### src/rtl/sync_fifo_flex_if.sv
// Handshake and status bundle for sync_fifo_flex.
// master drives requests and data; slave is the FIFO.
interface sync_fifo_flex_if #(
    parameter int DATA_WIDTH = 8,
    parameter int ADDR_WIDTH = 4
) ();
    logic                  flush;
    logic                  wr_en;
    logic [DATA_WIDTH-1:0] din;
    logic                  rd_en;
    logic [DATA_WIDTH-1:0] dout;
    logic                  full;
    logic                  empty;
    logic                  almost_full;
    logic                  almost_empty;
    logic [ADDR_WIDTH:0]   count;
    logic                  overflow;
    logic                  underflow;

    modport master (
        output flush, wr_en, din, rd_en,
        input  dout, full, empty, almost_full, almost_empty,
        input  count, overflow, underflow
    );

    modport slave (
        input  flush, wr_en, din, rd_en,
        output dout, full, empty, almost_full, almost_empty,
        output count, overflow, underflow
    );
endinterface

### src/rtl/sync_fifo_flex.sv
// Single-clock FIFO: any depth, standard or FWFT read,
// programmable thresholds, flush and error pulses.
module sync_fifo_flex #(
    parameter int DATA_WIDTH = 8,
    parameter int ADDR_WIDTH = 4,
    parameter int DEPTH      = 16,
    parameter bit FWFT       = 1'b0,
    parameter int AF_LEVEL   = DEPTH - 2,
    parameter int AE_LEVEL   = 2
) (
    input logic             clk,
    input logic             rst_n,
    sync_fifo_flex_if.slave bus
);
    localparam int CW = ADDR_WIDTH + 1;
    localparam logic [ADDR_WIDTH-1:0] PTR_LAST = ADDR_WIDTH'(DEPTH - 1);
    localparam logic [CW-1:0] CNT_FULL = CW'(DEPTH);
    localparam logic [CW-1:0] CNT_AF   = CW'(AF_LEVEL);
    localparam logic [CW-1:0] CNT_AE   = CW'(AE_LEVEL);

    logic [DATA_WIDTH-1:0] mem [DEPTH];
    logic [ADDR_WIDTH-1:0] wr_ptr;
    logic [ADDR_WIDTH-1:0] rd_ptr;
    logic [CW-1:0]         count_q;
    logic                  overflow_q;
    logic                  underflow_q;
    logic                  full;
    logic                  empty;
    logic                  wr_acc;
    logic                  rd_acc;

    if (DEPTH < 2 || DEPTH > (1 << ADDR_WIDTH)) begin : g_bad_depth
        $error("sync_fifo_flex: DEPTH out of range");
    end
    if (!(AE_LEVEL < AF_LEVEL && AF_LEVEL <= DEPTH)) begin : g_bad_lvl
        $error("sync_fifo_flex: need AE_LEVEL < AF_LEVEL <= DEPTH");
    end

    assign full   = (count_q == CNT_FULL);
    assign empty  = (count_q == '0);
    assign wr_acc = bus.wr_en & ~full & ~bus.flush;
    assign rd_acc = bus.rd_en & ~empty & ~bus.flush;

    // Wrap at DEPTH-1 so non-power-of-two depths work.
    function automatic logic [ADDR_WIDTH-1:0] ptr_inc(
        input logic [ADDR_WIDTH-1:0] p
    );
        return (p == PTR_LAST) ? '0 : p + 1'b1;
    endfunction

    always_ff @(posedge clk or negedge rst_n) begin
        if (!rst_n) begin
            wr_ptr      <= '0;
            rd_ptr      <= '0;
            count_q     <= '0;
            overflow_q  <= 1'b0;
            underflow_q <= 1'b0;
        end else if (bus.flush) begin
            wr_ptr      <= '0;
            rd_ptr      <= '0;
            count_q     <= '0;
            overflow_q  <= 1'b0;
            underflow_q <= 1'b0;
        end else begin
            if (wr_acc) wr_ptr <= ptr_inc(wr_ptr);
            if (rd_acc) rd_ptr <= ptr_inc(rd_ptr);
            unique case ({wr_acc, rd_acc})
                2'b10:   count_q <= count_q + CW'(1);
                2'b01:   count_q <= count_q - CW'(1);
                default: count_q <= count_q;
            endcase
            overflow_q  <= bus.wr_en & full;
            underflow_q <= bus.rd_en & empty;
        end
    end

    // Storage is not reset; rst_n gating blocks a write racing reset.
    always_ff @(posedge clk) begin
        if (wr_acc && rst_n) mem[wr_ptr] <= bus.din;
    end

    if (FWFT) begin : g_fwft
        assign bus.dout = mem[rd_ptr];
    end else begin : g_std
        logic [DATA_WIDTH-1:0] dout_q;
        always_ff @(posedge clk or negedge rst_n) begin
            if (!rst_n)         dout_q <= '0;
            else if (bus.flush) dout_q <= '0;
            else if (rd_acc)    dout_q <= mem[rd_ptr];
        end
        assign bus.dout = dout_q;
    end

    assign bus.full         = full;
    assign bus.empty        = empty;
    assign bus.almost_full  = (count_q >= CNT_AF);
    assign bus.almost_empty = (count_q <= CNT_AE);
    assign bus.count        = count_q;
    assign bus.overflow     = overflow_q;
    assign bus.underflow    = underflow_q;
endmodule
### src/flat_wrapper.sv
// flat-port wrapper written by rule: the top's interface ports become plain ports
module sync_fifo_flex_flat 
#(
    parameter int DATA_WIDTH = 8,
    parameter int ADDR_WIDTH = 4,
    parameter int DEPTH      = 16,
    parameter bit FWFT       = 1'b0,
    parameter int AF_LEVEL   = DEPTH - 2,
    parameter int AE_LEVEL   = 2
)
  (clk, rst_n, bus_flush, bus_wr_en, bus_din, bus_rd_en, bus_dout, bus_full, bus_empty, bus_almost_full, bus_almost_empty, bus_count, bus_overflow, bus_underflow);
  sync_fifo_flex_if #(.DATA_WIDTH(DATA_WIDTH), .ADDR_WIDTH(ADDR_WIDTH)) bus_i ();
  input logic clk;
  input logic rst_n;
  input wire logic [$bits(bus_i.flush)-1:0] bus_flush;
  input wire logic [$bits(bus_i.wr_en)-1:0] bus_wr_en;
  input wire logic [$bits(bus_i.din)-1:0] bus_din;
  input wire logic [$bits(bus_i.rd_en)-1:0] bus_rd_en;
  output wire logic [$bits(bus_i.dout)-1:0] bus_dout;
  output wire logic [$bits(bus_i.full)-1:0] bus_full;
  output wire logic [$bits(bus_i.empty)-1:0] bus_empty;
  output wire logic [$bits(bus_i.almost_full)-1:0] bus_almost_full;
  output wire logic [$bits(bus_i.almost_empty)-1:0] bus_almost_empty;
  output wire logic [$bits(bus_i.count)-1:0] bus_count;
  output wire logic [$bits(bus_i.overflow)-1:0] bus_overflow;
  output wire logic [$bits(bus_i.underflow)-1:0] bus_underflow;
  assign bus_i.flush = bus_flush;
  assign bus_i.wr_en = bus_wr_en;
  assign bus_i.din = bus_din;
  assign bus_i.rd_en = bus_rd_en;
  assign bus_dout = bus_i.dout;
  assign bus_full = bus_i.full;
  assign bus_empty = bus_i.empty;
  assign bus_almost_full = bus_i.almost_full;
  assign bus_almost_empty = bus_i.almost_empty;
  assign bus_count = bus_i.count;
  assign bus_overflow = bus_i.overflow;
  assign bus_underflow = bus_i.underflow;
  sync_fifo_flex #(.DATA_WIDTH(DATA_WIDTH), .ADDR_WIDTH(ADDR_WIDTH), .DEPTH(DEPTH), .FWFT(FWFT), .AF_LEVEL(AF_LEVEL), .AE_LEVEL(AE_LEVEL)) u_core (.clk(clk), .rst_n(rst_n), .bus(bus_i));
endmodule
### config.mk
export PLATFORM = sky130hd
export DESIGN_NAME = sync_fifo_flex_flat
export DESIGN_NICKNAME = d
export VERILOG_FILES = /design/src/rtl/sync_fifo_flex_if.sv /design/src/rtl/sync_fifo_flex.sv /design/src/flat_wrapper.sv
export SDC_FILE = /design/constraint.sdc
export NUM_CORES = 1
export LEC_CHECK = 0
export ABC_AREA = 1
export CAP_MARGIN = 20
export CORE_MARGIN = 5
export CORE_UTILIZATION = 56
export CTS_BUF_LIST = sky130_fd_sc_hd__clkbuf_8
export DETAILED_ROUTE_END_ITERATION = 8
export HOLD_SLACK_MARGIN = 0.06
export PLACE_DENSITY = 0.89
export SLEW_MARGIN = 0
export SYNTH_ARGS = -nofsm -noshare
export SYNTH_HDL_FRONTEND = slang
export SYNTH_SLANG_ARGS = --single-unit
### constraint.sdc
create_clock -name clk -period 1.76 [get_ports clk]
set_input_delay 0.264 -clock clk [delete_from_list [all_inputs] [get_ports clk]]
set_output_delay 0.264 -clock clk [all_outputs]
set_load 0.02 [all_outputs]
==> metrics.cfg, run 1 <==
[outcome]
status=finished with violations
violations=setup timing

[power_and_ir_drop]
internal_power_w=0.00728
total_power_w=0.0114
powerDensity_mw_per_mm2=1390
p_clk_share_pct=24.4
ir_worst_vdd_mv=1.13
seqPwrFrac_pct=36.8
switchingPower_w=0.00413
comb_power_share_pct=38.7
switching_share_pct=36.2
p_leak_nw=3.15

[worst_setup_path]
worst-path-buf-inv=4
worstPathRequired_ns=2.11
critPathMaxFanout=4
crit_chain=nor2_4, buf_6, nand3_4, nand2_4, inv_8, nand2_8, inv_4, ha_4, buf_4, nand3_2, nand2_2, nand2_2, nand3_2, nand2_1
cp_slowest_cell=dfrtp_2
endpoint_kind=flop
critPathKind=reg2reg
cpPeakStageDelay_ns=0.44
cp.arrival_ns=2.35
cp_top_family=simple AND/OR/NAND/NOR gates
startpoint_type=flop

[timing]
setup_viol=92
fin_skew_ns=0.0142
maxSlewViolCount=0
setup_ws_ns=-0.244
rsz0062_at_grt=true
period_share_pct=114
fin_setup_tns_ns=-4.22
timing_hold_violations_final=0
slew_headroom_pct=55.9
tightestPinTransition_ns=0.659
fmax_mhz=499
fin_crit_ns=2.00

[clock_network]
cts_root_buffer=clkbuf_8
clk_path_buf_depth=2
insertion_delay_ns=0.47
cts_tree=done
numCtsBuffers=17
clkTransAtPathRegs_ns=0.09
htreeDepth=4
cts_sinks=151

[synthesis]
syn_inst=552
syn-num-nets=572
synth_commonest_cells=edfxtp_1, nand2_1, nor2_1, o21ai_0, inv_1
yosysMostFrequentCell=edfxtp_1
synthTopCellsByArea=edfxtp_1, dfrtp_1, o21ai_0
synth_seq_cells=151
yosys_most_used_dff=edfxtp_1
syn-cell-area_mm2=0.00637
yosysTopAreaCell=edfxtp_1
synth_top_area_share_pct=60.3
yosysUniqueCellTypes=27
async_flop_share_pct=15.2
seq_area_frac_synth_pct=69.4
yosys_warnings=0
synth_edf_count=128
synth.avg_cell_area_um2=11.5

[layout]
layout.area.seq_mm2=0.00443
antenna_cells=0
multiInputGateArea_mm2=0.00192
final_nets=674
utilization_pct=73.0
fillerInstances=564
syn_to_final_growth_pct=29.2
fin_area_mm2=0.00823
final_layout_size_suffix_gt1_share_pct=28.0

[floorplan]
pin_count=32
die_y_um=117
rows=39
die-area_mm2=0.0136
start_util_pct=56.5
dieWidth_um=117
core_area_mm2=0.0113

[job]
maxCapViolCount=0

[placed_design]
io_buffers=31
pre_cts_slack_ns=-0.435
gp_congestion=0.937
placed_cell_area_mm2=0.00728
dp_hpwl_um=10500

[routing]
route.detailed.vias_per_inst=6.65
vias=5386
drt_wl_total_um=20200
drc=0
routed_wire_length_per_instance_um=25.0
antenna_left=0
first_pass_iters=8
drtIter0Drc=1063

[worst_hold_path]
hold_class=in2async

[global_routing]
grt_pass1_wl_um=27100
antenna_found_initial=0
grtUsageTotal_pct=27.4
grt_max_degree=42
grt.overflow.total=0
first_global_vias=4984

path summary, 6_finish.rpt:
check | from | endpoint | slack, ns | depth (start not counted)
min in group clk | bus_wr_en | u_core.bus.overflow$_DFF_PN0_ | 0.44 | 3
worst min-delay path | rst_n | u_core.bus.underflow$_DFF_PN0_ | 0.24 | 2
worst max register to register | u_core.bus.count[1]$_DFFE_PN0P_ | u_core.bus.count[4]$_DFFE_PN0P_ | -0.24 | 14
max in group asynchronous | rst_n | u_core.bus.count[0]$_DFFE_PN0P_ | 1.24 | 2
worst min register to register | u_core.bus.dout[4]$_DFFE_PN0P_ | u_core.bus.dout[4]$_DFFE_PN0P_ | 0.54 | 2
worst max-delay path | u_core.bus.count[1]$_DFFE_PN0P_ | u_core.bus.count[4]$_DFFE_PN0P_ | -0.24 | 14
metal layers:
metal / GRT usage (%) / routed length [um] / vias up
li1: - / - / 2140
met1: 32.3 / 6750 / 2530
met2: 45.0 / 9620 / 548
met3: 7.62 / 2430 / 168
met4: 16.2 / 1430 / 0
met5: 0 / 0 / -
metrics by stage:
stage / cells / hold slack [ns]
after floorplan: 552 / -0.0316
after global placement: 748 / 0.518
after detailed placement: 748 / 0.524
after CTS: 786 / 0.250
after global routing: 810 / 0.250
final: 810 / 0.236
state kept, by name, summed over array words and instances, names as in the netlist:
register and count:
u_core.bus.count 5, u_core.bus.dout 8, u_core.bus.overflow 1, u_core.bus.underflow 1, u_core.mem 128, u_core.rd_ptr 4, u_core.wr_ptr 4
what timing repair did:
item                       4_1_cts  5_1_grt
resized for setup               37       70
setup buffers                    6       19
hold buffers                     0        0
pin swaps                        1       43
setup endpoints to repair       13       93
cloned                           0        5
logic make-up after synthesis:
kind of cell	synth area share, %
simple gates	14.0
flops	69.4
compound gates	9.70
buf+inv	4.97
fa+ha+maj	1.37
xor+xnor	0.550
cell type report:
type                       instances  area share [%]
sequential                       151            53.8
multi-input combinational        327            23.3
timing repair buffer             106            13.1
clock buffer                      17            2.84
inverter                          50            2.63
tap                              143            2.17
clock inverter                    15            2.14
timing repair inverter             1          0.0760
cell usage in the layout, fill, tap and decap left out, drive strengths merged, types with 5 or more instances in the layout:
master / instances
edfxtp: 128
nand2: 80
o21ai: 78
buf: 74
nor2: 71
inv: 56
nand3: 36
dfrtp: 23
clkbuf: 22
clkdlybuf4s50: 18
a21oi: 15
o211ai: 14
nand4: 8
o22ai: 7
ha: 7
nor3: 6
dlygate4sd2: 5
power groups by stage:
stage          registers (W)  clock network (W)  logic (W)
2_1_floorplan        0.00439                  0    0.00159
3_3_place_gp         0.00426                  0    0.00288
3_5_place_dp         0.00428                  0    0.00302
4_1_cts              0.00419            0.00275    0.00321
5_1_grt              0.00421            0.00295    0.00460
6_report             0.00420            0.00279    0.00442
Note: power is estimated with default switching activity, not from simulation.
==> inputs of run 2 (changes only) <==
--- a/config.mk
+++ b/config.mk
@@ -8,11 +8,11 @@
 export ABC_AREA = 1
 export CAP_MARGIN = 20
 export CORE_MARGIN = 5
-export CORE_UTILIZATION = 56
+export CORE_UTILIZATION = 45
 export CTS_BUF_LIST = sky130_fd_sc_hd__clkbuf_8
 export DETAILED_ROUTE_END_ITERATION = 8
 export HOLD_SLACK_MARGIN = 0.06
-export PLACE_DENSITY = 0.89
+export PLACE_DENSITY = 0.76
 export SLEW_MARGIN = 0
 export SYNTH_ARGS = -nofsm -noshare
 export SYNTH_HDL_FRONTEND = slang
==> run 2 against run 1 <==
Net effect: the run still ends with setup timing left; setup slack better by 0.19 ns; sequential power barely moved; final area down 4.3%; hold slack improved by 0.060 ns; register-to-register slack gained 0.19 ns; sequential share of layout area rose by 2.4 points; first-iteration DRC count decreased by 55%; fmax increased by 11%.
==> metrics.cfg, run 2 (synthesis results as in run 1) <==
[outcome]
status=finished with violations  ; unchanged
violations=setup timing  ; unchanged

[worst_setup_path]
startpoint_type=flop  ; unchanged
worstPathRequired_ns=2.10  ; was 2.11 ns
cp_common_cell=nand2_1
endpoint_kind=flop  ; unchanged
critPathMaxFanout=5  ; was 4
cpPeakStageDelay_ns=0.43  ; was 0.44 ns
reg2regPathDepth=15  ; was 14
critPathKind=reg2reg  ; unchanged
r2r_end=u_core.bus.count[4]$_DFFE_PN0P_  ; unchanged
r2r_slack_ns=-0.05  ; was -0.24 ns
cp_slowest_cell=dfrtp_2  ; unchanged
crit_chain=nor2_4, nand3_4, nand2_4, nand2_4, nand2_1, nand2_1, inv_1, ha_2, inv_2, nand2_4, nand3_2, nand2_1, nand2_1, nand3_1, nand2_1  ; was nor2_4, buf_6, nand3_4, nand2_4, inv_8, nand2_8, inv_4, ha_4, buf_4, nand3_2, nand2_2, nand2_2, nand3_2, nand2_1
r2r-start=u_core.bus.count[0]$_DFFE_PN0P_  ; was u_core.bus.count[1]$_DFFE_PN0P_
critPathLaunch=u_core.bus.count[0]$_DFFE_PN0P_  ; was u_core.bus.count[1]$_DFFE_PN0P_
cp.arrival_ns=2.15  ; was 2.35 ns

[timing]
rsz0062_at_grt=true  ; unchanged
fin_crit_ns=1.81  ; was 2.00 ns
slew_headroom_pct=70.8  ; was 55.9%
period_share_pct=103  ; was 114%
fin_setup_tns_ns=-0.0703  ; was -4.22 ns
maxSlewViolCount=0  ; unchanged
setup_ws_ns=-0.0536  ; was -0.244 ns
fmax_mhz=551  ; was 499 MHz
timing_hold_violations_final=0  ; unchanged
tightestPinTransition_ns=0.437  ; was 0.659 ns
setup_viol=2  ; was 92
fin_skew_ns=0.0100  ; was 0.0142 ns

[clock_network]
cts-hold-fix-buffers=0  ; unchanged
numCtsBuffers=17  ; unchanged
clkTransAtPathRegs_ns=0.08  ; was 0.09 ns
cts_root_buffer=clkbuf_8  ; unchanged
htreeDepth=4  ; unchanged
clk_path_buf_depth=2  ; unchanged
insertion_delay_ns=0.44  ; was 0.47 ns
cts_tree=done  ; unchanged
cts_sinks=151  ; unchanged

[placed_design]
dp_hpwl_um=10600  ; was 10500 um
gp_congestion=0.925  ; was 0.937
pre_cts_slack_ns=-0.394  ; was -0.435 ns
io_buffers=31  ; unchanged

[power_and_ir_drop]
switching_share_pct=35.3  ; was 36.2%
powerDensity_mw_per_mm2=1260  ; was 1390 mW/mm^2
p_clk_share_pct=23.6  ; was 24.4%
total_power_w=0.00990  ; was 0.0114 W
comb_power_share_pct=34.1  ; was 38.7%
ir_worst_vdd_mv=0.665  ; was 1.13 mV
p_leak_nw=2.97  ; was 3.15 nW
internal_power_w=0.00640  ; was 0.00728 W
seqPwrFrac_pct=42.2  ; was 36.8%
switchingPower_w=0.00349  ; was 0.00413 W

[layout]
final_nets=662  ; was 674
regMostFlops=u_core.mem  ; unchanged
largest_reg_flops=128  ; unchanged
syn_to_final_growth_pct=23.7  ; was 29.2%
final_layout_size_suffix_gt1_share_pct=23.8  ; was 28.0%
fillerInstances=1112  ; was 564
multiInputGateArea_mm2=0.00182  ; was 0.00192 mm^2
layout.area.seq_mm2=0.00443  ; unchanged
layout_common_cells=edfxtp_1, nand2_1, buf_4  ; unchanged
mostFrequentLayoutCell=edfxtp_1  ; unchanged
antenna_cells=0  ; unchanged

[floorplan]
start_util_pct=45.9  ; was 56.5%
core_area_mm2=0.0139  ; was 0.0113 mm^2
die-area_mm2=0.0166  ; was 0.0136 mm^2
dieWidth_um=129  ; was 117 um
pin_count=32  ; unchanged
die_y_um=129  ; was 117 um
rows=43  ; was 39

[global_routing]
grt_max_degree=37  ; was 42
grtUsageTotal_pct=19.2  ; was 27.4%
grt_pass1_wl_um=24000  ; was 27100 um
grt.overflow.total=0  ; unchanged
antenna_found_initial=0  ; unchanged
first_global_vias=4504  ; was 4984

[worst_hold_path]
hold_class=in2async  ; unchanged

[routing]
route.detailed.vias_per_inst=5.45  ; was 6.65
vias=4552  ; was 5386
drtIter0Drc=479  ; was 1063
drc=0  ; unchanged
antenna_left=0  ; unchanged
drt_wl_total_um=15300  ; was 20200 um
first_pass_iters=5  ; was 8
routed_wire_length_per_instance_um=18.3  ; was 25.0 um

[job]
maxCapViolCount=0  ; unchanged

[run 2: cell count changes in the layout (fill, tap and decap cells not counted), sizes merged]
cell / change
bufinv: -3
dlymetal6s2s: -2
clkdlybuf4s50: +1
clkinv: +1
inv: +1
clkbuf: -4
buf: -7
dlygate4sd2: +1
[run 2: worst max path at each step]
stage                                 endpoint  cells past startpoint
4_1_cts        u_core.bus.count[4]$_DFFE_PN0P_                     14
3_3_place_gp        u_core.mem[4][4]$_DFFE_PP_                      9
6_report       u_core.bus.count[4]$_DFFE_PN0P_                     15
3_5_place_dp        u_core.mem[4][3]$_DFFE_PP_                      9
2_1_floorplan      u_core.mem[10][0]$_DFFE_PP_                      8
5_1_grt        u_core.bus.count[4]$_DFFE_PN0P_                     15
[run 2: final cells by class]
class | instances | area share (%)
clock buffer | 17 | 2.97
clock inverter | 15 | 1.48
inverter | 50 | 2.54
multi-input combinational | 327 | 23.1
sequential | 151 | 56.2
tap | 180 | 2.86
timing repair buffer | 95 | 10.9
[run 2: layer usage]
layer | vias up | part of all wire [%] | track usage, %
met4 | 0 | 3.8 | 8.59
met1 | 2201 | 41 | 25.2
met3 | 50 | 5.9 | 4.07
met5 | - | 0 | 0
met2 | 188 | 49 | 30.8
li1 | 2113 | - | -
[run 2: critical path: cells and delay by family (launching register included)]
kind / cells / cell delay [ns]
AND/OR/NAND/NOR: 12 / 1.00
buffers and inverters: 2 / 0.10
adder cells (fa/ha/maj): 1 / 0.17
flip-flops: 1 / 0.43
[run 2: what timing repair did]
action                     in CTS  in global routing
gates cloned                    0                  0
pin swaps                       3                 19
gates resized for setup        21                 33
setup buffers                   1                  9
setup endpoints to repair      12                110
[run 2: metrics by stage]
stage          hold slack, ns  instance area [um^2]  util (%)  std cells
3_3_place_gp            0.511                  7390      53.3        794
3_5_place_dp            0.527                  7390      53.3        794
2_1_floorplan         -0.0316                  6490         -        552
4_1_cts                 0.248                  7720      55.6        826
5_1_grt                 0.295                  7880      56.8        835
6_report                0.296                  7880      56.8        835
[run 2: power by group through the flow]
stage / Combinational (W) / Sequential, W / Clock, W
5_1_grt: 0.00365 / 0.00420 / 0.00255
3_5_place_dp: 0.00306 / 0.00426 / 0
3_3_place_gp: 0.00299 / 0.00425 / 0
2_1_floorplan: 0.00159 / 0.00439 / 0
4_1_cts: 0.00301 / 0.00418 / 0.00237
6_report: 0.00338 / 0.00418 / 0.00234
==> inputs of run 3 (changes only) <==
--- a/config.mk
+++ b/config.mk
@@ -10,6 +10,7 @@
 export CORE_MARGIN = 5
 export CORE_UTILIZATION = 45
 export CTS_BUF_LIST = sky130_fd_sc_hd__clkbuf_8
+export CTS_CLUSTER_DIAMETER = 60
 export DETAILED_ROUTE_END_ITERATION = 8
 export HOLD_SLACK_MARGIN = 0.06
 export PLACE_DENSITY = 0.76
==> constraint.sdc (replaced) <==
create_clock -name clk -period 1.6 [get_ports clk]
set_input_delay 0.24 -clock clk [delete_from_list [all_inputs] [get_ports clk]]
set_output_delay 0.24 -clock clk [all_outputs]
set_load 0.02 [all_outputs]
==> run 3 against run 2 <==
Net effect: the flow still finishes with violations (setup timing); power increased by 23%; combinational power increased by 40%; sequential cell count unchanged; critical endpoint unchanged; highest routed layer unchanged.
==> metrics.cfg, run 3 (synthesis results as in run 1) <==
[placed_design]
dp.cells=805  ; was 794
io_buffers=31  ; unchanged
gp_congestion=0.897  ; was 0.925
dp_hpwl_um=10700  ; was 10600 um

[layout]
layout.area.seq_mm2=0.00443  ; about the same
largest_reg_flops=128  ; unchanged
regMostFlops=u_core.mem  ; unchanged
syn_to_final_growth_pct=33.2  ; was 23.7%
instances_no_fill=865  ; was 835
layout_common_cells=edfxtp_1, nand2_1, buf_4  ; unchanged
final_nets=692  ; was 662
final_layout_size_suffix_gt1_share_pct=32.7  ; was 23.8%
fillerInstances=1035  ; was 1112
antenna_cells=0  ; unchanged
multiInputGateArea_mm2=0.00202  ; was 0.00182 mm^2
mostFrequentLayoutCell=edfxtp_1  ; unchanged

[worst_hold_path]
hold_class=in2async  ; unchanged

[timing]
slew_headroom_pct=76.2  ; was 70.8%
setup_ws_ns=-0.224  ; was -0.0536 ns
fin_skew_ns=0.0138  ; was 0.0100 ns
maxSlewViolCount=0  ; unchanged
setup_viol=136  ; was 2
period_share_pct=114  ; was 103%
tightestPinTransition_ns=0.354  ; was 0.437 ns
worst_hold_slack_ns=0.317  ; was 0.296 ns
rsz0062_at_grt=true  ; unchanged
fin_crit_ns=1.82  ; was 1.81 ns
fmax_mhz=548  ; was 551 MHz
timing_hold_violations_final=0  ; unchanged

[routing]
routed_wire_length_per_instance_um=20.0  ; was 18.3 um
drtIter0Drc=410  ; was 479
drt_wl_total_um=17300  ; was 15300 um
drc=0  ; unchanged
route.detailed.vias_per_inst=5.55  ; was 5.45
vias=4799  ; was 4552
antenna_left=0  ; unchanged
first_pass_iters=5  ; unchanged

[floorplan]
rows=43  ; unchanged
pin_count=32  ; unchanged
start_util_pct=45.9  ; unchanged
dieWidth_um=129  ; unchanged
die-area_mm2=0.0166  ; unchanged
core_area_mm2=0.0139  ; unchanged
die_y_um=129  ; unchanged

[worst_setup_path]
cp_slowest_cell=dfrtp_2  ; unchanged
crit_chain=nor2_4, nand3_4, nand2_4, inv_4, nand2_4, nand2_1, nand2_1, inv_1, ha_1, inv_1, nand2_2, nand3_2, nand3_1, nand3_1, nand2_1  ; was nor2_4, nand3_4, nand2_4, nand2_4, nand2_1, nand2_1, inv_1, ha_2, inv_2, nand2_4, nand3_2, nand2_1, nand2_1, nand3_1, nand2_1
cp_common_cell=nand2_1  ; unchanged
reg2regPathDepth=15  ; unchanged
r2r_end=u_core.bus.count[4]$_DFFE_PN0P_  ; unchanged
endpoint_kind=flop  ; unchanged
startpoint_type=flop  ; unchanged
cp_top_family=simple AND/OR/NAND/NOR gates  ; unchanged
worstPathRequired_ns=1.93  ; was 2.10 ns
worst-path-buf-inv=3  ; was 2
r2r-start=u_core.bus.count[1]$_DFFE_PN0P_  ; was u_core.bus.count[0]$_DFFE_PN0P_
cpPeakStageDelay_ns=0.43  ; about the same
r2r_slack_ns=-0.22  ; was -0.05 ns
critPathMaxFanout=4  ; was 5
cp.arrival_ns=2.16  ; was 2.15 ns
critPathKind=reg2reg  ; unchanged

[global_routing]
grt.met1_usage_pct=27.9  ; was 25.2%
met3_usage_pct=4.03  ; was 4.07%
grt.overflow.total=0  ; unchanged
grt_max_degree=35  ; was 37
grt_pass1_wl_um=26000  ; was 24000 um
first_global_vias=4765  ; was 4504
use_met2_pct=34.7  ; was 30.8%
globalRoute.busiestLayer=met2  ; unchanged
grtUsageTotal_pct=21.2  ; was 19.2%
antenna_found_initial=0  ; unchanged

[job]
maxCapViolCount=0  ; unchanged

[clock_network]
cts_root_buffer=clkbuf_8  ; unchanged
clkTransAtPathRegs_ns=0.09  ; was 0.08 ns
htreeDepth=4  ; unchanged
cts_tree=done  ; unchanged
cts_sinks=151  ; unchanged
numCtsBuffers=17  ; unchanged
insertion_delay_ns=0.45  ; was 0.44 ns
clk_path_buf_depth=2  ; unchanged

[power_and_ir_drop]
p_leak_nw=3.24  ; was 2.97 nW
powerDensity_mw_per_mm2=1430  ; was 1260 mW/mm^2
ir_worst_vdd_mv=0.671  ; was 0.665 mV

[outcome]
violations=setup timing  ; unchanged
status=finished with violations  ; unchanged

==> run 3: per-layer routing <==
metal,wire (um),part of all wire [%]
met5,0,0
met2,8680,50
met1,6830,39
met4,607,3.5
met3,1200,7.0
==> run 3: how the worst max path moves through the flow <==
| stage | startpoint | to | slack, ns | cells past startpoint |
|---|---|---|---|---|
| 4_1_cts | u_core.bus.count[0]$_DFFE_PN0P_ | bus_full | -0.17 | 4 |
| 3_5_place_dp | bus_wr_en | u_core.mem[13][4]$_DFFE_PP_ | -0.48 | 9 |
| 5_1_grt | u_core.bus.count[1]$_DFFE_PN0P_ | u_core.bus.count[4]$_DFFE_PN0P_ | -0.38 | 15 |
| 2_1_floorplan | u_core.bus.count[2]$_DFFE_PN0P_ | u_core.bus.count[4]$_DFFE_PN0P_ | -0.16 | 14 |
| 3_3_place_gp | bus_wr_en | u_core.mem[13][5]$_DFFE_PP_ | -0.46 | 9 |
| 6_report | u_core.bus.count[1]$_DFFE_PN0P_ | u_core.bus.count[4]$_DFFE_PN0P_ | -0.22 | 15 |
==> run 3: area by class of cell <==
class | count | share of cell area (%)
sequential | 151 | 52.2
timing repair inverter | 1 | 0.103
inverter | 50 | 2.40
multi-input combinational | 327 | 23.8
clock buffer | 17 | 2.76
tap | 180 | 2.65
timing repair buffer | 124 | 14.3
clock inverter | 15 | 1.80
==> run 3: power breakdown <==
group / switching (W) / internal [W] / total (W) / leakage (nW)
registers: 0.000171 / 0.00445 / 0.00462 / 1.45
logic: 0.00266 / 0.00205 / 0.00472 / 1.60
clock network: 0.00145 / 0.00139 / 0.00284 / 0.193
==> run 3: stage by stage <==
| step | setup slack (ns) | total power (W) | instance area (um^2) | utilization, % | TNS, ns |
|---|---|---|---|---|---|
| 6_report | -0.224 | 0.0122 | 8490 | 61.1 | -3.66 |
| 2_1_floorplan | -0.163 | 0.00659 | 6550 | - | -7.62 |
| 3_3_place_gp | -0.458 | 0.00808 | 7550 | 54.4 | -52.60 |
| 4_1_cts | -0.173 | 0.0117 | 8270 | 59.6 | -2.35 |
| 5_1_grt | -0.383 | 0.0127 | 8490 | 61.1 | -15.54 |
| 3_5_place_dp | -0.481 | 0.00817 | 7550 | 54.4 | -55.42 |
==> run 3: timing repair <==
| item | in CTS | in global routing |
|---|---|---|
| gates resized for setup | 98 | 67 |
| hold buffers | 0 | 0 |
| setup buffers | 16 | 10 |
| pin swaps | 27 | 42 |
| setup endpoints to repair | 107 | 149 |
| cloned | 4 | 1 |
